===== src/rtl/fifo_256_rd_stream.sv =====
// Drains a standard-mode 256-bit FIFO into a valid/ready stream with m_last every BURST_LEN beats.
// Optional: define FIFO_RD_CNT_EN to add the 32-bit rd_cnt beat counter port.
module fifo_256_rd_stream #(
  parameter int BURST_LEN = 64
) (
  input  logic         clk,
  input  logic         rst,
  input  logic         fifo_rdy,
  input  logic         fifo_empty,
  output logic         fifo_rd_en,
  input  logic [255:0] fifo_dout,
  output logic [255:0] m_data,
  output logic         m_valid,
  input  logic         m_ready,
  output logic         m_last
`ifdef FIFO_RD_CNT_EN
  ,
  output logic [31:0]  rd_cnt
`endif
);

  typedef enum logic {
    WAIT_RDY,
    RUN
  } state_t;

  localparam logic [9:0] LAST_BEAT = 10'(BURST_LEN - 1);

  state_t       state;
  logic [1:0]   occ;
  logic         infl;
  logic [255:0] mem0;
  logic [255:0] mem1;
  logic [9:0]   beat;

  logic         pop;
  logic [1:0]   fill_after;
  logic [255:0] e0;
  logic [255:0] e1;

  // The arriving word counts as buffer content in the cycle it is presented, so an
  // empty buffer forwards fifo_dout directly; this gives the one-cycle first-word latency.
  always_comb begin
    m_valid    = ~rst & ((occ != 2'd0) | infl);
    m_data     = (occ != 2'd0) ? mem0 : fifo_dout;
    pop        = m_valid & m_ready;
    m_last     = m_valid & (beat == LAST_BEAT);
    fill_after = occ + {1'b0, infl} - {1'b0, pop};
    fifo_rd_en = ~rst & (state == RUN) & ~fifo_empty & (fill_after < 2'd2);
    e0 = mem0;
    e1 = mem1;
    case (occ)
      2'd0:    e0 = fifo_dout;
      2'd1:    e1 = fifo_dout;
      default: ;
    endcase
  end

  always_ff @(posedge clk) begin
    if (rst) begin
      state <= WAIT_RDY;
      occ   <= '0;
      infl  <= 1'b0;
      beat  <= '0;
    end else begin
      if (state == WAIT_RDY && fifo_rdy) begin
        state <= RUN;
      end
      infl <= fifo_rd_en;
      occ  <= fill_after;
      if (pop) begin
        beat <= (beat == LAST_BEAT) ? '0 : beat + 10'd1;
      end
    end
  end

  // Ordered entries {e0, e1}; a pop drops e0. At most two remain after any cycle.
  always_ff @(posedge clk) begin
    mem0 <= pop ? e1 : e0;
    mem1 <= e1;
  end

`ifdef FIFO_RD_CNT_EN
  always_ff @(posedge clk) begin
    if (rst) begin
      rd_cnt <= '0;
    end else if (pop) begin
      rd_cnt <= rd_cnt + 32'd1;
    end
  end
`endif

endmodule

===== config.mk =====
export PLATFORM = sky130hd
export DESIGN_NAME = fifo_256_rd_stream
export DESIGN_NICKNAME = d
export VERILOG_FILES = /design/src/rtl/fifo_256_rd_stream.sv
export SDC_FILE = /design/constraint.sdc
export NUM_CORES = 1
export LEC_CHECK = 0
export ABC_CLOCK_PERIOD_IN_PS = 21300
export CORE_MARGIN = 5
export CORE_UTILIZATION = 50
export CTS_BUF_LIST = sky130_fd_sc_hd__clkbuf_8
export CTS_CLUSTER_DIAMETER = 120
export DETAILED_ROUTE_END_ITERATION = 8
export HOLD_SLACK_MARGIN = 0.15
export PLACE_DENSITY = 0.79
export SETUP_SLACK_MARGIN = 0.2
export SLEW_MARGIN = 10
export SYNTH_ARGS = -nofsm -noshare
export SYNTH_HDL_FRONTEND = slang
export SYNTH_SLANG_ARGS = --single-unit

===== constraint.sdc =====
create_clock -name clk -period 21.3 [get_ports clk]
set_clock_uncertainty 0.15 [all_clocks]
set_input_delay 5.325 -clock clk [delete_from_list [all_inputs] [get_ports clk]]
set_output_delay 5.325 -clock clk [all_outputs]
set_load 0.1 [all_outputs]

=== Word-level counts from Yosys, hierarchy flattened ===
Cells that the tools add are included.

* Flip-flop bits (word level): 526
* Latch bits: 0
* Memory bits (writable): 0
* Bits in read-only memories: 0
* Output and inout port bits: 259
* Word-level logic and storage cells: 31
* Memories: 0

* $add $sub $neg: 3
* Multiply operators: 0
* Div/mod/pow operators: 0
* Order comparisons: 1
* Eq/ne operators: 2
* Shift operators: 0
* Multiplexer cells: 5
* Bitwise operators: 10
* Reduce and logical (&&, ||, !) cells: 4

{| class="wikitable"
|+ Operators with widths
! kind !! number
|-
| two-way mux 256 bit || 4
|-
| adder 10 x 1 -> 10 bit, second input constant || 1
|-
| equality test 10 x 6 -> 1 bit, second input constant || 1
|-
| two-way mux 10 bit || 1
|-
| bitwise AND 1 bit || 6
|-
| nonzero test 2 bit || 2
|-
| NOT 1 bit || 3
|-
| adder 2 x 1 -> 2 bit || 1
|-
| equality test 2 x 1 -> 1 bit, second input constant || 1
|-
| logical NOT 2 bit || 1
|-
| < comparator 2 bit, second input constant || 1
|-
| subtractor 2 x 1 -> 2 bit || 1
|-
| logical AND 1 bit || 1
|-
| OR 1 bit || 1
|}

=== Depth between registers and ports, before layout ===
* Depth after elaboration: 7
* Mapped depth: 8

=== Least setup slack after synthesis ===
OpenSTA, ideal clock, no wires.

* Path kind: register -> register
* Start: reg occ[1]
* End: reg mem0[0], enable pin
* Arrival time: 18.173 ns
* Data required time: 19.923 ns
* Path slack: 1.751 ns
* Stages on the path, launching flop included: 2
* Period minus slack after synthesis: 19.549 ns
* Cells stage by stage: dfxtp_1 > o21ai_0

* Cells in the longest elaborated chain, start to end: 5
* Elaborated cells between the ends (all ways): 6
* Classes of those cells: bitwise (3); reduce/logical (3)

{| class="wikitable"
|+ Ends and longest elaborated chain
! item !! line !! RTL
|-
| start, declared || 30 || <nowiki>logic [1:0] occ;</nowiki>
|-
| start signal, assigned || 70 || <nowiki>occ <= fill_after;</nowiki>
|-
| nonzero test 2 bit || 44 || <nowiki>m_valid = ~rst & ((occ != 2'd0) | infl);</nowiki>
|-
| OR 1 bit || 44 ||
|-
| bitwise AND 1 bit || 44 ||
|-
| bitwise AND 1 bit || 46 || <nowiki>pop = m_valid & m_ready;</nowiki>
|-
| nonzero test 2 bit (no source line) * || n/a ||
|-
| end signal, assigned || 79 || <nowiki>mem0 <= pop ? e1 : e0;</nowiki>
|-
| end, declared || 32 || <nowiki>logic [255:0] mem0;</nowiki>
|}

Every way passes the cells marked *; elsewhere a longest branch is shown, timed or not.
A chain may end at the register's enable or synchronous reset.

=== Worst setup path after layout ===
* Start: in rst
* End: out fifo_rd_en

* Cells in the longest elaborated chain, start to end: 6
* Elaborated cells between the ends (all ways): 8
* Classes of those cells: add/sub (1); order compare (1); bitwise (6)

{| class="wikitable"
|+ Ends and longest elaborated chain
! item !! line !! RTL
|-
| start, declared || 7 || <nowiki>input logic rst,</nowiki>
|-
| NOT 1 bit * || 44, 49 ||
|-
| bitwise AND 1 bit || 44 ||
|-
| bitwise AND 1 bit || 46 ||
|-
| subtractor 2 x 1 -> 2 bit || 48 || <nowiki>fill_after = occ + {1'b0, infl} - {1'b0, pop};</nowiki>
|-
| < comparator 2 bit || 49 || <nowiki>fifo_rd_en = ~rst & (state == RUN) & ~fifo_empty & (fill_after < 2'd2);</nowiki>
|-
| bitwise AND 1 bit * || 49 ||
|-
| end, declared || 10 || <nowiki>output logic fifo_rd_en,</nowiki>
|}

Marks and branches as above.

==> impl_metrics.py <==
metrics = {
    "placed_design": {
        "post-place-ws_ns": 7.28,
        "gp_congestion": 0.820,
        "placed_cells": 3018,
        "dpl_cell_area_um2": 29200,
        "port_buffers": 519,
        "place_hpwl_um": 40300,
    },
    "logic_synthesis": {
        "synth.area.top_cells": "edfxtp_1 32%, dfxtp_1 23%, mux2_4 15%, mux2_2 13%, nand2_1 12%",
        "synthTopCellsByCount": "771 x nand2_1, 272 x mux2_2, 270 x dfxtp_1, 256 x edfxtp_1, 240 x mux2_4",
        "ys_warn_count": 0,
        "synth-edff-count": 256,
        "ys.flop_type": "dfxtp_1",
        "netlist_area_um2": 23800,
        "netlist.area_leader.share": 0.323,
        "synth.distinct_cells": 33,
        "yosysSeqAreaShare": 0.549,
        "synth_nets": 2246,
        "synthArstFlopShare": 0,
        "yosysMostFrequentCell": "nand2_1",
        "syn_area_per_cell_um2": 12.0,
        "synth_top_cell_by_area": "edfxtp_1",
        "ys_ff_latch": 526,
        "syn_inst": 1983,
    },
    "clock_network": {
        "cts-resized-gates": 0,
        "cts_setup_buffers": 0,
        "cts_tree": "done",
        "clk_path_buf_depth": 3,
        "htree_levels": 3,
        "insertion_delay_ns": 0.67,
        "clk_pin_slew_ns": 0.06,
        "cts_made_buffers": 88,
        "cts.sinks": 526,
        "holdBufCountCts": 0,
        "cts_root_buf": "clkbuf_8",
    },
    "finish": {
        "fin_area_um2": 31000,
        "drive_above_1_share": 0.260,
        "layout.core_utilization": 0.654,
        "layout.nets": 2756,
        "fin_cells": 3188,
        "syn_to_final_growth_pct": 30.1,
    },
    "timing": {
        "finalSetupViolations": 0,
        "rsz0062_at_grt": "false",
        "worst_pin_slew_ns": 1.15,
        "whs_ns": 0.320,
        "period_minus_slack_ns": 14.03,
        "finalSetupTns_ns": 0,
        "slew_headroom": 0.231,
        "maxSlewViolCount": 0,
        "final_hold_viol_count": 0,
        "max_freq_ghz": 0.0713,
        "fin_ws_ns": 7.27,
        "fin_crit_sh": 0.659,
    },
    "detailed_routing": {
        "wl_per_cell_um": 19.5,
        "drc": 0,
        "first_iter_violations": 1032,
        "routed_via_density": 5.15,
        "vias": 16406,
        "wirelength_um": 62100,
        "firstDrtPassIters": 5,
        "detail-route-antenna-nets": 0,
    },
    "pwr": {
        "power_density_nw_per_um2": 118,
        "p_leak_nw": 13.2,
        "ir_drop_uv": 83.8,
        "power_mw": 3.67,
    },
    "setup_path": {
        "required_ns": 15.83,
        "worstPathMaxFanout": 12,
        "startpoint_type": "primary input",
        "end_kind": "output pin",
        "r2r_setup_slack_ns": 17.06,
        "cp_data_arrival_time_ns": 8.55,
        "critical_path_class": "in -> out",
    },
    "status": {
        "status": "complete, no violations",
    },
    "grt": {
        "grt_pass1_wl_um": 97700,
        "overflow": 0,
        "grt_max_degree": 128,
        "grt_pass1_vias": 17474,
        "antenna_found_initial": 9,
        "track_usage": 0.230,
    },
    "floorplanning": {
        "start_util": 0.502,
        "num_rows": 80,
        "die_h_um": 228,
        "core_area_um2": 47400,
        "dieWidth_um": 228,
        "dieArea_um2": 52100,
        "io_pins": 520,
    },
    "min_path": {
        "worstHoldPathType": "reg -> reg",
    },
    "flow_run": {
        "maxCapViolations": 0,
    },
}
[cell type report]
class / instances / area (µm²)
fill: 3472 / 16400
sequential: 526 / 13100
multi-input combinational: 1339 / 9980
timing repair buffer: 537 / 5340
clock buffer: 113 / 1560
tap: 615 / 769
clock inverter: 51 / 256
antenna: 6 / 15.0
inverter: 1 / 3.75
[worst max-delay path: stages]
cell and delay (ns):
clkdlybuf4s50_1 0.69, nand2b_4 0.31, nor3_2 0.08, a21o_1 0.15
ha_1 0.18, xnor2_1 0.14, xnor2_1 0.18, nor4b_1 0.28
clkdlybuf4s50_1 1.19
[layer usage]
layer	global-route usage	wire (µm)	up-vias
met5	0	39	-
met4	0.0775	1860	6
met3	0.0904	5430	126
met2	0.381	30000	548
met1	0.275	24800	7947
li1	-	-	7779
[registers in the layout (all words and copies together) (netlist names)]
signal and count:
infl 1, mem1 256, occ 2, state 1, mem0 256, beat 10
[where the power goes]
group          switching (mW)  total [mW]  internal [mW]
Sequential             0.0911        1.49           1.40
Clock                   0.409       0.899          0.490
Combinational           0.738        1.28          0.541
Total                    1.24        3.67           2.43
[logic make-up after synthesis]
family / count (synthesis) / share of synthesized area
AO/OA/AOI/OAI: 4 / 0.00126
XOR/XNOR: 11 / 0.00404
adder cells (fa/ha/maj): 2 / 0.00105
buffers and inverters: 118 / 0.0330
flip-flops: 526 / 0.549
multiplexers: 512 / 0.280
AND/OR/NAND/NOR: 810 / 0.132
[cell usage in the layout (no fill, tap or decap), types with 3 or more instances in the layout]
cell / netlist / layout
nand2_1: 771 / 771
clkinv_1: 0 / 4
nor4_1: 5 / 5
edfxtp_1: 256 / 256
clkinv_2: 0 / 8
mux2_4: 240 / 240
inv_1: 1 / 33
dfxtp_1: 270 / 270
mux2_2: 272 / 272
buf_4: 15 / 17
nor3_1: 3 / 3
clkbuf_8: 0 / 113
diode_2: 0 / 6
nor2_1: 13 / 12
clkdlybuf4s50_1: 0 / 519
clkinvlp_4: 0 / 3
xnor2_1: 11 / 11
[path summary, 6_finish.rpt]
path | start | to | depth (start not counted)
setup / recovery | rst | fifo_rd_en | 9
hold / removal | mem1[33] | mem1[33] | 1
setup reg to reg | occ[0] | mem0[127] | 6
hold reg to reg | mem1[33] | mem1[33] | 1
No activity file was read; power rests on OpenSTA's default activity.
